`src/rtl/bldc_pkg.sv`:
```
// Shared run-level encodings for the BLDC drive path.
// Latency: n/a (types, constants and a pure helper function).
// Backpressure: n/a.
package bldc_pkg;

   typedef enum logic [2:0] {
      IDLE     = 3'd0,
      RAMP     = 3'd1,
      RUN      = 3'd2,
      STOPPING = 3'd3,
      DWELL    = 3'd4,
      FAULT    = 3'd5
   } state_t;

   // Bridge direction codes; 2'b11 would turn on both half-bridges and is never produced.
   localparam logic [1:0] DIR_OFF = 2'b00;
   localparam logic [1:0] DIR_FWD = 2'b10;
   localparam logic [1:0] DIR_REV = 2'b01;

   function automatic logic [1:0] dir_code(input logic rev);
      return rev ? DIR_REV : DIR_FWD;
   endfunction

endpackage

```
`src/rtl/bldc_drive_sequencer_if.sv`:
```
// Command/status bundle between host logic, the sequencer and the drive stage.
// Latency: n/a (wiring only).
// Backpressure: none; run_en is a level and the status outputs are always valid.
interface bldc_drive_sequencer_if #(
   parameter int DATA_WIDTH = 16
);
   logic                  run_en;
   logic                  dir_req;
   logic [DATA_WIDTH-1:0] target_duty;
   logic                  encoder_a;
   logic                  encoder_b;
   logic                  clear_fault;
   logic [DATA_WIDTH-1:0] duty_cmd;
   logic [1:0]            dir_cmd;
   logic                  busy;
   logic                  fault;
   logic [2:0]            state_o;

   modport master (
      output run_en, dir_req, target_duty, encoder_a, encoder_b, clear_fault,
      input  duty_cmd, dir_cmd, busy, fault, state_o
   );

   modport slave (
      input  run_en, dir_req, target_duty, encoder_a, encoder_b, clear_fault,
      output duty_cmd, dir_cmd, busy, fault, state_o
   );
endinterface

```
`src/rtl/bldc_enc_activity.sv`:
```
// Encoder activity detector: two-flop synchronizer per channel plus change detect.
// Latency: an input change shows up on enc_edge 2 clocks later, for one clock.
// Backpressure: none; enc_edge is a single-cycle pulse.
module bldc_enc_activity (
   input  logic clk,
   input  logic reset,
   input  logic encoder_a,
   input  logic encoder_b,
   output logic enc_edge
);

   logic [1:0] meta;
   logic [1:0] sync;
   logic [1:0] prev;

   // Synchronize both channels and keep last cycle's value for change detection.
   always_ff @(posedge clk) begin
      if (reset) begin
         meta <= 2'b00;
         sync <= 2'b00;
         prev <= 2'b00;
      end else begin
         meta <= {encoder_a, encoder_b};
         sync <= meta;
         prev <= sync;
      end
   end

   // Any change on either synchronized channel counts as motion.
   assign enc_edge = (sync != prev);

endmodule

```
`src/rtl/bldc_drive_sequencer.sv`:
```
// Run-level sequencer: soft-start ramp, run, ramp-down, dead-time dwell, stall fault.
// Latency: one clock from a run/stop/direction request to the state change; duty moves 1 LSB per RAMP_DIV clocks.
// Backpressure: none; requests are levels and are re-evaluated every clock.
module bldc_drive_sequencer
   import bldc_pkg::*;
#(
   parameter int DATA_WIDTH  = 16,
   parameter int DUTY_MAX    = 16,
   parameter int RAMP_DIV    = 4,
   parameter int DEAD_CYCLES = 8,
   parameter int STALL_LIMIT = 1000
) (
   input logic                    clk,
   input logic                    reset,
   bldc_drive_sequencer_if.slave  bus
);

   localparam logic [DATA_WIDTH-1:0] DUTY_LIM   = DATA_WIDTH'(DUTY_MAX);
   localparam logic [DATA_WIDTH-1:0] TICK_LAST  = DATA_WIDTH'(RAMP_DIV - 1);
   localparam logic [DATA_WIDTH-1:0] DWELL_LAST = DATA_WIDTH'(DEAD_CYCLES - 1);
   localparam logic [DATA_WIDTH-1:0] STALL_LAST = DATA_WIDTH'(STALL_LIMIT - 1);

   state_t                state;
   logic [DATA_WIDTH-1:0] duty;
   logic [1:0]            drive_dir;
   logic                  busy_flag;
   logic                  fault_flag;
   logic                  dir_lat;
   logic                  rev_pend;
   logic [DATA_WIDTH-1:0] tick_cnt;
   logic [DATA_WIDTH-1:0] dwell_cnt;
   logic [DATA_WIDTH-1:0] stall_cnt;
   logic [DATA_WIDTH-1:0] tgt;
   logic                  ramp_tick;
   logic                  enc_edge;

   bldc_enc_activity u_enc (
      .clk       (clk),
      .reset     (reset),
      .encoder_a (bus.encoder_a),
      .encoder_b (bus.encoder_b),
      .enc_edge  (enc_edge)
   );

   // Requested duty clamped to the PWM range.
   always_comb begin
      tgt = bus.target_duty;
      if (bus.target_duty > DUTY_LIM) tgt = DUTY_LIM;
   end

   assign ramp_tick = ((state == RAMP) || (state == STOPPING)) && (tick_cnt == TICK_LAST);

   // Main sequencer: state, duty, direction and status are all registered here.
   always_ff @(posedge clk) begin
      if (reset) begin
         state      <= IDLE;
         duty       <= '0;
         drive_dir  <= DIR_OFF;
         busy_flag  <= 1'b0;
         fault_flag <= 1'b0;
         dir_lat    <= 1'b0;
         rev_pend   <= 1'b0;
         tick_cnt   <= '0;
         dwell_cnt  <= '0;
         stall_cnt  <= '0;
      end else begin
         case (state)
            IDLE: begin
               duty      <= '0;
               drive_dir <= DIR_OFF;
               if (bus.run_en) begin
                  dir_lat   <= bus.dir_req;
                  drive_dir <= dir_code(bus.dir_req);
                  tick_cnt  <= '0;
                  busy_flag <= 1'b1;
                  state     <= RAMP;
               end
            end

            RAMP: begin
               if (!bus.run_en) begin
                  tick_cnt <= '0;
                  state    <= STOPPING;
               end else if (bus.dir_req != dir_lat) begin
                  rev_pend <= 1'b1;
                  tick_cnt <= '0;
                  state    <= STOPPING;
               end else if (duty == tgt) begin
                  stall_cnt <= '0;
                  state     <= RUN;
               end else begin
                  tick_cnt <= ramp_tick ? '0 : tick_cnt + 1'b1;
                  if (ramp_tick) duty <= (duty < tgt) ? duty + 1'b1 : duty - 1'b1;
               end
            end

            RUN: begin
               if (!enc_edge && (stall_cnt == STALL_LAST)) begin
                  // No motion for the full stall window: kill the bridge and latch the fault.
                  duty       <= '0;
                  drive_dir  <= DIR_OFF;
                  fault_flag <= 1'b1;
                  busy_flag  <= 1'b0;
                  stall_cnt  <= '0;
                  state      <= FAULT;
               end else begin
                  stall_cnt <= enc_edge ? '0 : stall_cnt + 1'b1;
                  if (!bus.run_en) begin
                     tick_cnt <= '0;
                     state    <= STOPPING;
                  end else if (bus.dir_req != dir_lat) begin
                     rev_pend <= 1'b1;
                     tick_cnt <= '0;
                     state    <= STOPPING;
                  end else if (tgt != duty) begin
                     tick_cnt <= '0;
                     state    <= RAMP;
                  end
               end
            end

            STOPPING: begin
               // Direction stays driven until duty is fully ramped to zero.
               if (duty == '0) begin
                  drive_dir <= DIR_OFF;
                  dwell_cnt <= '0;
                  state     <= DWELL;
               end else begin
                  tick_cnt <= ramp_tick ? '0 : tick_cnt + 1'b1;
                  if (ramp_tick) duty <= duty - 1'b1;
               end
            end

            DWELL: begin
               if (dwell_cnt == DWELL_LAST) begin
                  dwell_cnt <= '0;
                  tick_cnt  <= '0;
                  if (bus.run_en && rev_pend) begin
                     // Re-latch here so a request toggled back during ramp-down is harmless.
                     dir_lat   <= bus.dir_req;
                     drive_dir <= dir_code(bus.dir_req);
                     rev_pend  <= 1'b0;
                     state     <= RAMP;
                  end else if (bus.run_en) begin
                     drive_dir <= dir_code(dir_lat);
                     state     <= RAMP;
                  end else begin
                     rev_pend  <= 1'b0;
                     busy_flag <= 1'b0;
                     state     <= IDLE;
                  end
               end else begin
                  dwell_cnt <= dwell_cnt + 1'b1;
               end
            end

            FAULT: begin
               duty      <= '0;
               drive_dir <= DIR_OFF;
               // Clearing only with the run request withdrawn prevents an immediate restart.
               if (bus.clear_fault && !bus.run_en) begin
                  fault_flag <= 1'b0;
                  rev_pend   <= 1'b0;
                  state      <= IDLE;
               end
            end

            default: begin
               duty      <= '0;
               drive_dir <= DIR_OFF;
               busy_flag <= 1'b0;
               state     <= IDLE;
            end
         endcase
      end
   end

   assign bus.duty_cmd = duty;
   assign bus.dir_cmd  = drive_dir;
   assign bus.busy     = busy_flag;
   assign bus.fault    = fault_flag;
   assign bus.state_o  = state;

endmodule
```
`src/flat_wrapper.sv`:
```
// flat-port wrapper written by rule: the top's interface ports become plain ports
module bldc_drive_sequencer_flat import bldc_pkg::*;
#(
   parameter int DATA_WIDTH  = 16,
   parameter int DUTY_MAX    = 16,
   parameter int RAMP_DIV    = 4,
   parameter int DEAD_CYCLES = 8,
   parameter int STALL_LIMIT = 1000
)
  (clk, reset, bus_run_en, bus_dir_req, bus_target_duty, bus_encoder_a, bus_encoder_b, bus_clear_fault, bus_duty_cmd, bus_dir_cmd, bus_busy, bus_fault, bus_state_o);
  bldc_drive_sequencer_if #(.DATA_WIDTH(DATA_WIDTH)) bus_i ();
  input logic clk;
  input logic reset;
  input wire logic [$bits(bus_i.run_en)-1:0] bus_run_en;
  input wire logic [$bits(bus_i.dir_req)-1:0] bus_dir_req;
  input wire logic [$bits(bus_i.target_duty)-1:0] bus_target_duty;
  input wire logic [$bits(bus_i.encoder_a)-1:0] bus_encoder_a;
  input wire logic [$bits(bus_i.encoder_b)-1:0] bus_encoder_b;
  input wire logic [$bits(bus_i.clear_fault)-1:0] bus_clear_fault;
  output wire logic [$bits(bus_i.duty_cmd)-1:0] bus_duty_cmd;
  output wire logic [$bits(bus_i.dir_cmd)-1:0] bus_dir_cmd;
  output wire logic [$bits(bus_i.busy)-1:0] bus_busy;
  output wire logic [$bits(bus_i.fault)-1:0] bus_fault;
  output wire logic [$bits(bus_i.state_o)-1:0] bus_state_o;
  assign bus_i.run_en = bus_run_en;
  assign bus_i.dir_req = bus_dir_req;
  assign bus_i.target_duty = bus_target_duty;
  assign bus_i.encoder_a = bus_encoder_a;
  assign bus_i.encoder_b = bus_encoder_b;
  assign bus_i.clear_fault = bus_clear_fault;
  assign bus_duty_cmd = bus_i.duty_cmd;
  assign bus_dir_cmd = bus_i.dir_cmd;
  assign bus_busy = bus_i.busy;
  assign bus_fault = bus_i.fault;
  assign bus_state_o = bus_i.state_o;
  bldc_drive_sequencer #(.DATA_WIDTH(DATA_WIDTH), .DUTY_MAX(DUTY_MAX), .RAMP_DIV(RAMP_DIV), .DEAD_CYCLES(DEAD_CYCLES), .STALL_LIMIT(STALL_LIMIT)) u_core (.clk(clk), .reset(reset), .bus(bus_i));
endmodule
```
`config.mk`:
```
export PLATFORM = sky130hd
export DESIGN_NAME = bldc_drive_sequencer_flat
export DESIGN_NICKNAME = d
export VERILOG_FILES = /design/src/rtl/bldc_pkg.sv /design/src/rtl/bldc_drive_sequencer_if.sv /design/src/rtl/bldc_enc_activity.sv /design/src/rtl/bldc_drive_sequencer.sv /design/src/flat_wrapper.sv
export SDC_FILE = /design/constraint.sdc
export NUM_CORES = 1
export LEC_CHECK = 0
export ABC_CLOCK_PERIOD_IN_PS = 4890
export CAP_MARGIN = 20
export CORE_AREA = 2 2 97 99
export DETAILED_ROUTE_END_ITERATION = 7
export DIE_AREA = 0 0 99 101
export PLACE_DENSITY_LB_ADDON = 0.25
export SYNTH_ARGS = -nofsm -noshare
export SYNTH_HDL_FRONTEND = slang
export SYNTH_SLANG_ARGS = --single-unit
```
`constraint.sdc`:
```
create_clock -name clk -period 4.89 [get_ports clk]
set_clock_uncertainty 0.2 [all_clocks]
set_input_delay 0.7335 -clock clk [delete_from_list [all_inputs] [get_ports clk]]
set_output_delay 0.7335 -clock clk [all_outputs]
set_load 0.005 [all_outputs]
```
## Word level (Yosys, flattened, before mapping)

Cells that the tools add are included.

| storage, ports and cells | value |
|---|---|
| flip-flop bits (word level) | 79 |
| bits of input ports | 23 |
| output and inout bits | 23 |
| word-level logic and storage cells | 156 |

| operators by class | value |
|---|---|
| add/subtract/negate cells | 5 |
| $lt $le $gt $ge | 2 |
| eq/ne operators | 34 |
| multiplexer cells | 73 |
| bitwise gates (word level) | 3 |
| reductions and logical operators | 26 |

Operators with widths:

| kind | number |
|---|---|
| 2-to-1 mux 16 bit | 27 |
| one-hot mux 16 bit (5 select lines) | 1 |
| adder 16 x 1 -> 16 bit, second input constant | 4 |
| one-hot mux 16 bit (2 select lines) | 2 |
| one-hot mux 16 bit (4 select lines) | 1 |
| 2-to-1 mux 3 bit | 12 |
| inequality test 2 bit, second input constant | 10 |
| one-hot mux 3 bit (6 select lines) | 1 |
| == test 16 x 10 -> 1 bit, second input constant | 1 |
| == test 16 bit | 1 |
| == test 16 x 2 -> 1 bit, second input constant | 1 |
| == test 16 x 3 -> 1 bit, second input constant | 1 |
| greater-than comparator 16 x 5 -> 1 bit, second input constant | 1 |
| zero test 16 bit | 1 |
| < comparator 16 bit | 1 |
| 2-to-1 mux 1 bit | 16 |
| 2-to-1 mux 2 bit | 8 |
| inequality test 16 bit | 1 |
| subtractor 16 x 1 -> 16 bit, second input constant | 1 |
| inequality test 2 x 1 -> 1 bit, second input constant | 6 |
| AND reduction 6 bit | 2 |
| one-hot mux 2 bit (5 select lines) | 1 |
| AND reduction 5 bit | 2 |
| inequality test 4 bit, second input constant | 2 |
| 24 further kinds | 39 |

## Longest topological paths before layout

Gate-level depths: netlist of run 1.

| depth | value |
|---|---|
| word-level depth | 9 |
| depth in mapped cells | 14 |
| depth with buffers taken out | 12 |

## Hierarchy

Synthesis of run 1 repeated with hierarchy kept, for this count alone.

| unflattened totals | value |
|---|---|
| cell total of the unflattened synthesis | 639 |
| area, all modules | 5012.3 sq um |

By module, submodules not included:

| module | times used | cells each | area an instance (sq um) | seq. area each (sq um) |
|---|---|---|---|---|
| bldc_drive_sequencer | 1 | 624 | 4833.4 | 1461.4 |
| bldc_enc_activity | 1 | 15 | 178.9 | 120.1 |

## Worst setup path after synthesis of run 1

OpenSTA, ideal clock, no wires.

| path | value |
|---|---|
| kind | in2reg |
| start | input port bus_target_duty[0] |
| end | register u_core.duty[15] (netlist: u_core.bus.duty_cmd[15]) |
| library setup time | 0.117 ns |
| arrival time | 3.576 ns |
| required time | 4.573 ns |
| slack | 0.997 ns |
| stages | 12 |
| path buffers | 1 |
| path through | or4_1 a21oi_1 nand2_1 ha_1 nor2b_1 o211ai_1 a2111oi_0 nor4_2 buf_2 mux2i_1 mux2i_1 nand2_1 |

| between the ends | value |
|---|---|
| word-level cells in the longest chain between the ends | 9 |
| elaborated cells on any way between the ends | 12 |
| classes of those cells | order compare (2); eq/ne (2); mux (7); reduce/logical (1) |

Ends and longest elaborated chain:

| element | line | text |
|---|---|---|
| start, declared | flat_wrapper.sv:16 | `input wire logic [$bits(bus_i.target_duty)-1:0] bus_target_duty;` |
| greater-than comparator 16 x 5 -> 1 bit | bldc_drive_sequencer.sv:48 | `if (bus.target_duty > DUTY_LIM) tgt = DUTY_LIM;` |
| 2-to-1 mux 16 bit * | bldc_drive_sequencer.sv:48 |  |
| < comparator 16 bit | bldc_drive_sequencer.sv:93 | `if (ramp_tick) duty <= (duty < tgt) ? duty + 1'b1 : duty - 1'b1;` |
| 2-to-1 mux 16 bit (2 in series) | bldc_drive_sequencer.sv:93 |  |
| 2-to-1 mux 16 bit | bldc_drive_sequencer.sv:88 | `end else if (duty == tgt) begin` |
| 2-to-1 mux 16 bit | bldc_drive_sequencer.sv:84 | `end else if (bus.dir_req != dir_lat) begin` |
| 2-to-1 mux 16 bit | bldc_drive_sequencer.sv:81 | `if (!bus.run_en) begin` |
| one-hot mux 16 bit (4 select lines) | bldc_drive_sequencer.sv:67 | `case (state)` |
| end signal, assigned | bldc_drive_sequencer.sv:93 |  |
| end signal, assigned | bldc_drive_sequencer.sv:130 | `if (ramp_tick) duty <= duty - 1'b1;` |
| end, declared | bldc_drive_sequencer.sv:24 | `logic [DATA_WIDTH-1:0] duty;` |

Mark *: on every way between the ends. The rest lies on a longest branch, timed or not. The select of a mux whose other input is x is not followed.
A chain may end at the register's enable or synchronous reset.

## Final worst setup path of run 1

| path | value |
|---|---|
| start | input port bus_target_duty[0] |
| end | register u_core.tick_cnt[15] |

| between the ends | value |
|---|---|
| word-level cells in the longest chain between the ends | 5 |
| elaborated cells on any way between the ends | 7 |
| classes of those cells | order compare (1); eq/ne (4); mux (1); reduce/logical (1) |

Ends and longest elaborated chain:

| element | line | text |
|---|---|---|
| greater-than comparator 16 x 5 -> 1 bit | bldc_drive_sequencer.sv:48 |  |
| 2-to-1 mux 16 bit * | bldc_drive_sequencer.sv:48 |  |
| == test 16 bit or inequality test 16 bit (tied branches) | bldc_drive_sequencer.sv:88, bldc_drive_sequencer.sv:115 |  |
| inequality test 4 bit (no source line) or inequality test 4 x 2 -> 1 bit (tied branches) | -- |  |
| AND reduction 7 bit (no source line) * | -- |  |
| end signal, assigned | bldc_drive_sequencer.sv:92 | `tick_cnt <= ramp_tick ? '0 : tick_cnt + 1'b1;` |
| end signal, assigned | bldc_drive_sequencer.sv:129 | `tick_cnt <= ramp_tick ? '0 : tick_cnt + 1'b1;` |
| end, declared | bldc_drive_sequencer.sv:30 | `logic [DATA_WIDTH-1:0] tick_cnt;` |

Mark *: on every way between the ends. The rest lies on a longest branch, timed or not.

==> impl_metrics.csv, run 1 <==
group,metric,value,unit
setup_path,slowest_stage,"or4_1",
detailed_routing,ant_nets,0,
setup_path,crit_path_cell_trace,"clkdlybuf4s50_1, or4_1, a21oi_1, nand2_1, ha_1, nand4_1, or4_1, o31ai_1, a21oi_1, nand2_2, o21ai_2, a21oi_1",
pwr,pwr_density_cell,409,nW/um2
detailed_routing,viasPerCell,6.16,
placed_design,dpl-instance-area,5550,um2
sta,finalHoldViolations,0,
grt,grt_pass1_vias,4892,
floorplanning,start_util,56.0,%
grt,grt_max_degree,40,
sta,period_minus_slack,4.36,ns
pwr,vdd_drop_max,0.000194,V
grt,track_usage,26.7,%
setup_path,cp_max_fo,16,
yosys,netlist_instances,652,
yosys,synthMuxAreaShare,2.79,%
floorplanning,ioPinCount,46,
grt,grt.overflow.total,0,
setup_path,critPathArrivalTime,4.45,ns
clock_tree,cts_made_buffers,9,
setup_path,cpPeakStageDelay,0.58,ns
sta,setup_viol,0,
cells_and_area,nets,738,
sta,fin_crit_sh,89.2,%
detailed_routing,wl_per_cell,15.8,um
sta,rsz0062_at_grt,"false",
clock_tree,worstSkewPairLatency,0.37,ns
cells_and_area,antenna_cells,0,
sta,slew_violations,0,
sta,max_slew_margin,47.8,%
setup_path,r2r_setup_slack,1.57,ns
grt,grt_pass1_wl,21900,um
yosys,synth-seq-cells,79,
cells_and_area,final_common_cell,"nor2_1",
detailed_routing,drc,0,
yosys,synth_top_flop_cell,"dfxtp_1",
cells_and_area,final_cell_mix,"nor2_1, dfxtp_1, nand2_1, clkdlybuf4s50_1, a21oi_1",
floorplanning,die_w,99,um
cells_and_area,fin_util,63.9,%
cells_and_area,drive_above_1_share,4.73,%
detailed_routing,vias,4985,
detailed_routing,wl,12800,um
cells_and_area,area_delta_synth_final,14.0,%
sta,worstMarginPinSlew,0.782,ns
yosys,synth_xor_area_share,5.92,%
yosys,synthDistinctLibCells,66,
clock_tree,cts.sinks,79,
yosys,synth_compound_area_share,16.2,%
clock_tree,cts_tree,"built",
placed_design,portBuffers,45,
floorplanning,rows,35,
floorplanning,coreArea,8980,um2
pwr,cellLeakagePower,0.00213,uW
job,cap_violations,0,
placed_design,place.gp.congestion,0.950,
grt,antenna_found_initial,0,
detailed_routing,drt_iter0_drc,320,
hold_path,hold_class,"reg -> reg",
setup_path,cp-start-kind,"primary input",
yosys,synth_warnings,0,
clock_tree,postCtsHoldBufs,0,
clock_tree,root_buffer,"clkbuf_8",
yosys,ys_seq_area_share,31.4,%
sta,fmax,229,MHz
clock_tree,cts_htree_levels,3,
placed_design,dp_hpwl,9240,um
cells_and_area,fin_area,5740,um2
setup_path,endpoint_kind,"flip-flop",
setup_path,path_buf_inv,1,
yosys,synth_async_sr_flop_share,0,%
yosys,avgSynthCellArea,7.72,um2
yosys,synth_edf_count,0,
sta,setup_tns,0,ns
yosys,synth_top_family_by_area,"simple AND/OR/NAND/NOR gates",
yosys,synthSimpleGateAreaFrac,33.7,%
setup_path,required,4.98,ns
detailed_routing,firstDrtPassIters,5,
setup_path,crit_family,"simple AND/OR/NAND/NOR gates",
setup_path,worstSetupPathType,"in -> reg",
outcome,status,"complete, no violations",
clock_tree,cts_setup_buffers,0,
yosys,synth_area,5030,um2
setup_path,crit_top_cell,"a21oi_1",
clock_tree,clockBufferDepth,2,
floorplanning,dieArea,10000,um2
clock_tree,cts_resized,0,
yosys,synth_fa_ha_area_share,5.47,%
clock_tree,clk_pin_slew,0.09,ns
floorplanning,die_h,101,um
-- flip-flops by register name, summed over array words and instances, names as in the netlist, 2 cells and up --
name / flops
u_core.bus.dir_cmd: 2
u_core.bus.duty_cmd: 16
u_core.bus.state_o: 3
u_core.dwell_cnt: 16
u_core.stall_cnt: 16
u_core.tick_cnt: 16
u_core.u_enc.meta: 2
u_core.u_enc.prev: 2
u_core.u_enc.sync: 2
-- power by group --
group | total [uW] | internal, uW | switching, uW
clock | 465 | 202 | 263
sequential | 803 | 693 | 110
combinational | 1080 | 410 | 666
-- through the flow --
| step | power (uW) | hold WS (ns) | worst slack (ns) | cells |
|---|---|---|---|---|
| after global placement | 1830 | 0.226 | 0.376 | 793 |
| after CTS | 2320 | 0.262 | 0.562 | 809 |
| final | 2340 | 0.260 | 0.530 | 809 |
| after detailed placement | 1870 | 0.244 | 0.184 | 793 |
| after global routing | 2500 | 0.287 | 0.329 | 809 |
| after floorplan | 1580 | 0.214 | 0.997 | 662 |
-- layer usage --
metal | up-vias | wire length, um | GRT usage, %
li1 | 2447 | - | -
met1 | 2338 | 5480 | 32.9
met2 | 165 | 6290 | 45.2
met3 | 35 | 741 | 4.51
met4 | 0 | 310 | 12.9
met5 | - | 0 | 0
-- final timing paths --
| path | start | to | cells after the start |
|---|---|---|---|
| worst min-delay path | u_core.u_enc.meta[0]$_SDFF_PP0_ | u_core.u_enc.sync[0]$_SDFF_PP0_ | 1 |
| worst max register to register | u_core.bus.state_o[0]$_SDFFE_PP0P_ | u_core.stall_cnt[11]$_SDFFE_PP0P_ | 7 |
| worst max-delay path | bus_target_duty[0] | u_core.tick_cnt[15]$_SDFFE_PP0P_ | 12 |
| worst min register to register | u_core.u_enc.meta[0]$_SDFF_PP0_ | u_core.u_enc.sync[0]$_SDFF_PP0_ | 1 |
-- cells in the mapped netlist (11+ instances only) --
| cell type | count | share of area, % |
|---|---|---|
| nor2_1 | 86 | 6.4 |
| xnor2_1 | 14 | 2.4 |
| nor4_1 | 13 | 1.6 |
| o21ai_0 | 26 | 2.6 |
| mux2i_1 | 14 | 2.8 |
| xor2_1 | 20 | 3.5 |
| and2_1 | 13 | 1.6 |
| and3_1 | 19 | 2.4 |
| nand4_1 | 27 | 3.4 |
| nand3_1 | 31 | 3.1 |
| clkbuf_1 | 16 | 1.2 |
| buf_2 | 11 | 1.1 |
| nand2_1 | 52 | 3.9 |
| inv_1 | 18 | 1.3 |
| dfxtp_1 | 79 | 31 |
| nor2b_1 | 15 | 1.9 |
| ha_1 | 22 | 5.5 |
| a21oi_1 | 40 | 4.0 |
| nor3_1 | 27 | 2.7 |
-- cells by family (layout without fill, tap and decap cells) --
logic type               Yosys count  count (layout)
AND/OR/NAND/NOR                  326             326
multiplexers                      14              14
other                              1              11
flip-flops                        79              79
AO/OA/AOI/OAI                    126             126
buffers and inverters             50              86
adder cells (fa/ha/maj)           22              22
XOR/XNOR                          34              34
-- cell type report --
cell class                      count  area, um2
Timing Repair Buffer               52        503
Multi-Input combinational cell    533       3260
Clock inverter                      5       41.3
Clock buffer                       11        141
Fill cell                         770       3240
Sequential cell                    79       1580
Tap cell                          111        139
Inverter                           18       67.6
(Power assumes the default switching activity.)
==> run 2, diff against run 1 <==
TNS_END_PERCENT = 10   (was not set)
==> results of run 2 <==
Same layout as run 1: the final DEF is identical, and so are final timing and power.
